<file path="config.mk">
export PLATFORM = sky130hd
export DESIGN_NAME = arb_requester
export DESIGN_NICKNAME = d
export VERILOG_FILES = /design/src/rtl/arb_pkg.sv /design/src/rtl/arb_requester_sat_counter.sv /design/src/rtl/arb_requester.sv
export SDC_FILE = /design/constraint.sdc
export NUM_CORES = 1
export LEC_CHECK = 0
export CAP_MARGIN = 15
export CORE_AREA = 2 2 52 49
export CTS_BUF_LIST = sky130_fd_sc_hd__clkbuf_4
export DETAILED_ROUTE_END_ITERATION = 8
export DIE_AREA = 0 0 54 51
export PLACE_DENSITY_LB_ADDON = 0.25
export REMOVE_ABC_BUFFERS = 1
export SLEW_MARGIN = 0
export SYNTH_ARGS = -nofsm -noshare
export SYNTH_HDL_FRONTEND = slang
export SYNTH_HIERARCHICAL = 1
export SYNTH_SLANG_ARGS = --single-unit
</file>
<file path="constraint.sdc">
create_clock -name clk -period 2.1 [get_ports clk]
set_clock_uncertainty 0.2 [all_clocks]
set_input_delay 0.525 -clock clk [delete_from_list [all_inputs] [get_ports clk]]
set_output_delay 0.525 -clock clk [all_outputs]
set_load 0.05 [all_outputs]
</file>
<file path="src/rtl/arb_pkg.sv">
// Shared definitions for the arbiter requester agent: FSM encoding,
// default timing parameters and the statistics counter width.
package arb_pkg;

  // Agent FSM: waiting for a command, holding req, enforcing the idle gap.
  typedef enum logic [1:0] {
    ST_IDLE = 2'd0,
    ST_REQ  = 2'd1,
    ST_GAPW = 2'd2
  } arb_state_e;

  // Default idle cycles between bursts and default wait-counter width.
  localparam int ARB_GAP_DEF  = 1;
  localparam int ARB_TO_W_DEF = 4;

  // Width of the gap down-counter (GAP range is 0..15).
  localparam int ARB_GAP_W    = 4;

  // Width of the wait_cycles statistics counter.
  localparam int ARB_STATS_W  = 16;

endpackage

</file>
<file path="src/rtl/arb_requester_sat_counter.sv">
// Saturating up-counter with synchronous clear. Holds at all-ones once
// reached; clear takes priority over increment.
module sat_counter #(
  parameter int W = 16
) (
  input  logic         clk,
  input  logic         reset_n,
  input  logic         clr,
  input  logic         inc,
  output logic [W-1:0] count
);

  logic [W-1:0] count_q;
  logic [W-1:0] count_d;

  // Next count: clear wins, otherwise increment unless already saturated.
  always_comb begin
    count_d = count_q;
    if (clr) begin
      count_d = '0;
    end else if (inc && (count_q != {W{1'b1}})) begin
      count_d = count_q + 1'b1;
    end
  end

  // Count register.
  always_ff @(posedge clk or negedge reset_n) begin
    if (!reset_n) begin
      count_q <= '0;
    end else begin
      count_q <= count_d;
    end
  end

  assign count = count_q;

endmodule

</file>
<file path="src/rtl/arb_requester.sv">
// Client-side agent for a req/gnt arbiter. Accepts a burst command, holds
// req until cmd_len+1 beats have been granted (or the grant-wait timeout
// fires), then keeps req low for GAP cycles before taking the next command.
// Optional wait statistics are built when ARB_REQ_STATS_EN is defined;
// otherwise wait_cycles is tied to zero.
// TO_W must be at least 2.
module arb_requester
  import arb_pkg::*;
#(
  parameter int LEN_W = 4,
  parameter int GAP   = ARB_GAP_DEF,
  parameter int TO_W  = ARB_TO_W_DEF
) (
  input  logic                   clk,
  input  logic                   reset_n,
  input  logic                   cmd_valid,
  output logic                   cmd_ready,
  input  logic [LEN_W-1:0]       cmd_len,
  output logic                   req,
  input  logic                   gnt,
  output logic                   beat,
  output logic                   beat_last,
  output logic                   busy,
  output logic                   to_err,
  output logic [ARB_STATS_W-1:0] wait_cycles
);

  // Gap counter is loaded with GAP-1 on entering GAPW and counts down to 0.
  localparam logic [ARB_GAP_W-1:0] GAP_LOAD = ARB_GAP_W'((GAP > 0) ? GAP - 1 : 0);
  // An ungranted edge seen with the counter at this value is the
  // (2^TO_W-1)-th consecutive one, so the burst aborts on that edge.
  localparam logic [TO_W-1:0] WAIT_ABORT = {{(TO_W-1){1'b1}}, 1'b0};

  arb_state_e           state_q, state_d;
  logic [LEN_W-1:0]     remain_q, remain_d;
  logic [ARB_GAP_W-1:0] gap_q, gap_d;
  logic                 req_q, req_d;
  logic                 to_err_q, to_err_d;
  logic [TO_W-1:0]      wait_cnt;
  logic                 wait_inc;
  logic                 wait_clr;
  logic                 leave_req;

  // Next-state logic: command acceptance, beat counting, timeout, gap.
  always_comb begin
    state_d   = state_q;
    remain_d  = remain_q;
    gap_d     = gap_q;
    to_err_d  = 1'b0;
    wait_inc  = 1'b0;
    wait_clr  = 1'b1;
    leave_req = 1'b0;
    case (state_q)
      ST_IDLE: begin
        if (cmd_valid) begin
          remain_d = cmd_len;
          state_d  = ST_REQ;
        end
      end
      ST_REQ: begin
        if (gnt) begin
          if (remain_q == '0) begin
            leave_req = 1'b1;
          end else begin
            remain_d = remain_q - 1'b1;
          end
        end else if (wait_cnt == WAIT_ABORT) begin
          // Starved too long: drop the rest of the burst and flag it.
          to_err_d  = 1'b1;
          remain_d  = '0;
          leave_req = 1'b1;
        end else begin
          wait_inc = 1'b1;
          wait_clr = 1'b0;
        end
      end
      ST_GAPW: begin
        if (gap_q == '0) begin
          state_d = ST_IDLE;
        end else begin
          gap_d = gap_q - 1'b1;
        end
      end
      default: begin
        state_d = ST_IDLE;
      end
    endcase
    if (leave_req) begin
      if (GAP > 0) begin
        state_d = ST_GAPW;
        gap_d   = GAP_LOAD;
      end else begin
        state_d = ST_IDLE;
      end
    end
    req_d = (state_d == ST_REQ);
  end

  // State, burst and output registers.
  always_ff @(posedge clk or negedge reset_n) begin
    if (!reset_n) begin
      state_q  <= ST_IDLE;
      remain_q <= '0;
      gap_q    <= '0;
      req_q    <= 1'b0;
      to_err_q <= 1'b0;
    end else begin
      state_q  <= state_d;
      remain_q <= remain_d;
      gap_q    <= gap_d;
      req_q    <= req_d;
      to_err_q <= to_err_d;
    end
  end

  // Consecutive ungranted cycles while requesting.
  sat_counter #(.W(TO_W)) u_wait_cnt (
    .clk     (clk),
    .reset_n (reset_n),
    .clr     (wait_clr),
    .inc     (wait_inc),
    .count   (wait_cnt)
  );

`ifdef ARB_REQ_STATS_EN
  // Lifetime count of requesting-but-not-granted cycles.
  sat_counter #(.W(ARB_STATS_W)) u_stats (
    .clk     (clk),
    .reset_n (reset_n),
    .clr     (1'b0),
    .inc     (req_q & ~gnt),
    .count   (wait_cycles)
  );
`else
  assign wait_cycles = '0;
`endif

  assign cmd_ready = (state_q == ST_IDLE);
  assign busy      = (state_q != ST_IDLE);
  assign req       = req_q;
  assign to_err    = to_err_q;
  assign beat      = req_q & gnt;
  assign beat_last = beat & (remain_q == '0);

endmodule

</file>
Yosys cells after proc, flatten, opt, wreduce, memory -nomap -nowiden
Index checks and enable logic that the tools add are counted.
{ "totals": {"regBits": 16, "inputBits": 8, "elab_cells": 55, "out_inout_bits": 22} }
{ "classes": {"eq_ne": 9, "n_mux": 25, "add_sub_neg": 3, "bitwise": 2, "n_reduce_logical": 10} }
{ "ops": {"columns": ["op", "count"], "rows": [
  ["$mux W4", 9],
  ["$mux W1", 11],
  ["$logic_not A4 Y1", 2],
  ["$pmux W4 S2", 1],
  ["$reduce_bool A2 Y1", 4],
  ["$sub A4 B1 Y4 const B", 2],
  ["$mux W2", 3],
  ["$ne A3 B3 Y1 const B", 2],
  ["$pmux W2 S3", 1],
  ["$add A4 B1 Y4 const B", 1],
  ["$eq A2 B1 Y1 const B", 2],
  ["$eq A4 B4 Y1 const B", 1],
  ["$ne A2 B2 Y1 const B", 2],
  ["$ne A4 B4 Y1 const B", 1],
  ["$reduce_and A4 Y1", 1],
  ["$and A1 B1 Y1", 2],
  ["$eq A2 B2 Y1 const B", 1],
  ["$logic_not A2 Y1", 1],
  ["$reduce_and A2 Y1", 1],
  ["$logic_and A1 B1 Y1", 1]
]} }

Logic depth before layout (Yosys ltp)
{ "logic_depth": {"ltp_word": 7, "ltp_mapped": 6, "ltp_nobuf": 6} }

By module
Netlist, hierarchy kept.
{ "by_module_without_submodules": {"columns": ["module", "cells_each", "area_each_um2", "instances", "seq_area_each_um2"], "rows": [
  ["arb_requester", 92, 822.0, 1, 300.3],
  ["sat_counter", 20, 229.0, 1, 100.1]
]} }

Worst setup path before layout
No wires, ideal clock.
{ "synth_timing": {"path_type": "reg2out", "from": "reg state_q[0]", "to": "out busy", "arrival_time_ps": 1689, "n_path_buf": 1, "setup_slack_ps": -314, "required_ps": 1375, "stages_incl_launch_ff": 4, "path_cell_list": "dfrtp_1 > buf_2 > nor2_1 > inv_1"} }
{ "synth_between": {"elab_chain_cells": 1} }
{ "synth_rtl": {"columns": ["item", "line", "text"], "rows": [
  ["from (decl)", "arb_requester.sv:34", "arb_state_e state_q, state_d;"],
  ["from (signal assigned)", "arb_requester.sv:108", "state_q <= state_d;"],
  ["$reduce_bool A2 Y1", "arb_requester.sv:139", "assign busy = (state_q != ST_IDLE);"],
  ["to (decl)", "arb_requester.sv:23", "output logic busy,"]
]} }
No other way between the ends.

Final worst setup path
{ "layout_timing": {"from": "reg remain_q[0]", "to": "out beat_last"} }
{ "layout_between": {"elab_chain_cells": 2} }
{ "layout_rtl": {"columns": ["item", "line", "text"], "rows": [
  ["from (decl)", "arb_requester.sv:35", "logic [LEN_W-1:0] remain_q, remain_d;"],
  ["from (signal assigned)", "arb_requester.sv:109", "remain_q <= remain_d;"],
  ["$logic_not A4 Y1", "arb_requester.sv:143", "assign beat_last = beat & (remain_q == '0);"],
  ["$and A1 B1 Y1", "arb_requester.sv:143", null],
  ["to (decl)", "arb_requester.sv:22", "output logic beat_last,"]
]} }
No other way between the ends.

==> impl_metrics.json <==
{
  "final_max_slew_viol_count": 0,
  "gp_congestion": 0.834,
  "area_growth_pct": 25.1,
  "antenna_found_initial": 0,
  "ys_seq_elements": 16,
  "worstSetupPathType": "reg -> out",
  "synthCells": 112,
  "cts_max_path_buffers": 2,
  "viasPerCell": 4.89,
  "worstPathArrival_ns": 1.27,
  "wl_um": 1890,
  "grt_max_degree": 17,
  "io_pins": 30,
  "cts-root-buf": "clkbuf_4",
  "slowest_stage": "dfrtp_1",
  "h-tree-depth": 1,
  "hp-start": "remain_q[1]$_DFFE_PN0P_",
  "min_to": "remain_q[1]$_DFFE_PN0P_",
  "worstPathMaxFanout": 3,
  "vias": 811,
  "cts_sinks": 16,
  "avgSynthCellArea_um2": 9.38,
  "synth_edf_count": 0,
  "core_area_um2": 2300,
  "rr_worst_depth": 5,
  "ys_async_sr_fraction": 1.00,
  "setup_violations": 0,
  "worstSkewPairLatency_ns": 0.29,
  "dp_slack_ns": -0.170,
  "drive_above_1_share": 0.246,
  "place_area_um2": 1260,
  "finalCriticalPeriod_ns": 1.99,
  "grt_pass1_wl_um": 3170,
  "clock.fmax_mhz": 502,
  "layout_common_cells": "16 x conb_1, 16 x dfrtp_1, 13 x buf_4",
  "yosys_warnings": 6,
  "yosysTopAreaCellShare": 0.381,
  "p_per_area_nw_per_um2": 1200,
  "clkTransAtPathRegs_ns": 0.09,
  "setup_slack_ns": 0.107,
  "rsz0062_at_grt": "no",
  "hp-class": "reg -> reg",
  "reg2reg_from": "state_q[0]$_DFF_PN0_",
  "dr.pass1.iters": 4,
  "grt_pass1_vias": 750,
  "instances_no_fill": 166,
  "hold_viol_final": 0,
  "fin_crit_sh": 0.949,
  "cts_tree": "built",
  "leakagePower_nw": 0.639,
  "path_cells": "inv_2 > ha_4 > and4_4 > buf_12",
  "fin_area_um2": 1320,
  "track_usage": 0.164,
  "critPathRequiredTime_ns": 1.37,
  "status": "finished clean",
  "critPathLaunchType": "register",
  "ff2ff_setup_slack_ns": 0.24,
  "ys_seq_area_frac": 0.381,
  "cts_made_buffers": 3,
  "drc_errors": 0,
  "die_x_um": 54,
  "hold_path_depth": 1,
  "synth_area_um2": 1050,
  "dp_cells": 162,
  "synthFlopType": "dfrtp_1",
  "finalSetupTns_ns": 0,
  "ys_types": 42,
  "start_util": 0.458,
  "crit_path_start": "remain_q[0]$_DFFE_PN0P_",
  "fp.dieArea_um2": 2750,
  "portBuffers": 13,
  "die_h_um": 51,
  "r2r-end": "u_wait_cnt/count[0]$_DFFE_PN0P_",
  "holdWs_ns": 0.317,
  "max-cap-violations": 0,
  "layout.nets": 151,
  "dp_hpwl_um": 1500,
  "antenna_cells": 0,
  "endpoint_kind": "primary output",
  "cts_setup_buffers": 0,
  "hold_buffers": 0,
  "yosysTopAreaCell": "dfrtp_1",
  "wl_per_cell_um": 11.4,
  "vdd_drop_max_v": 0.000604,
  "critPathMaxStageDelay_ns": 0.41,
  "fill_cells": 205,
  "rows": 17,
  "grt-ovfl-total": 0,
  "drt_iter0_drc": 9,
  "antenna_left": 0,
  "yosys-top-cells-area": "dfrtp_1 38%, buf_4 11%, ha_1 4.8%"
}
-- how the worst max path moves through the flow --
stage | end | slack, ns
2_1_floorplan | beat_last | -0.31
3_3_place_gp | beat_last | -0.14
3_5_place_dp | beat_last | -0.17
4_1_cts | beat_last | 0.007
5_1_grt | beat_last | 0.04
6_report | beat_last | 0.11
-- metal layers --
| metal | vias up | wire [µm] | share of wire | GRT usage |
|---|---|---|---|---|
| met5 | - | 0 | 0 | 0 |
| met4 | 0 | 44 | 0.023 | 0.0875 |
| met3 | 4 | 93 | 0.049 | 0.0643 |
| met2 | 20 | 950 | 0.50 | 0.258 |
| met1 | 382 | 800 | 0.42 | 0.187 |
| li1 | 405 | - | - | - |
-- cell usage after synthesis, types with 2 or more instances --
master    number
o21ai_0        2
inv_1         11
nor2_1        10
xor2_1         2
nor2b_1        2
nor3_1         2
nand2_1        4
a21oi_1        2
buf_4         16
nand2b_1       4
mux2_1         2
nand4_1        2
dfrtp_1       16
xnor2_1        2
nand3_1        4
ha_1           4
o22ai_1        2
-- cell type report --
type / instances / area [µm²] / share of cell area
clock buffer: 3 / 22.5 / 0.0171
inverter: 11 / 41.3 / 0.0314
tap: 28 / 35.0 / 0.0266
timing repair buffer: 24 / 246 / 0.187
multi-input combinational: 83 / 566 / 0.430
clock inverter: 1 / 3.75 / 0.00285
sequential: 16 / 400 / 0.304
-- repair_timing --
action	4_1_cts	5_1_grt
pin swaps	0	1
hold endpoints to repair	0	0
setup endpoints to repair	3	2
gates resized for setup	4	5
-- stage by stage --
| step | utilization | total power [W] |
|---|---|---|
| after floorplan | - | 0.00106 |
| after global placement | 0.551 | 0.00135 |
| after detailed placement | 0.551 | 0.00137 |
| after CTS | 0.565 | 0.00155 |
| after global routing | 0.572 | 0.00171 |
| final | 0.572 | 0.00158 |
-- worst max-delay path: cells and delay by family, from the launching register on --
kind / cells / cell delay (ns)
flops: 1 / 0.41
fa+ha+maj: 1 / 0.14
buf+inv: 2 / 0.22
simple gates: 1 / 0.22
-- cells by family (layout without fill, tap and decap cells) --
family / after synthesis / count (layout) / share of synthesized area
other: 1 / 16 / 0.00357
XOR/XNOR: 4 / 4 / 0.0333
flip-flops: 16 / 16 / 0.381
adder cells (fa/ha/maj): 4 / 4 / 0.0476
AO/OA/AOI/OAI: 15 / 15 / 0.101
AND/OR/NAND/NOR: 40 / 40 / 0.230
buffers and inverters: 28 / 39 / 0.158
multiplexers: 4 / 4 / 0.0452
-- report_power, final --
part           switching (W)  internal (W)  total, W
combinational       0.000475      0.000424  0.000900
clock              0.0000974     0.0000692  0.000167
sequential          0.000105      0.000405  0.000510
total               0.000677      0.000898   0.00158
-- flip-flops by register name, indices dropped and copies added, names as in the netlist --
name,count
gap_q,4
remain_q,4
req,1
state_q,2
to_err,1
u_wait_cnt/count,4
Power figures use the tool's default switching activity.
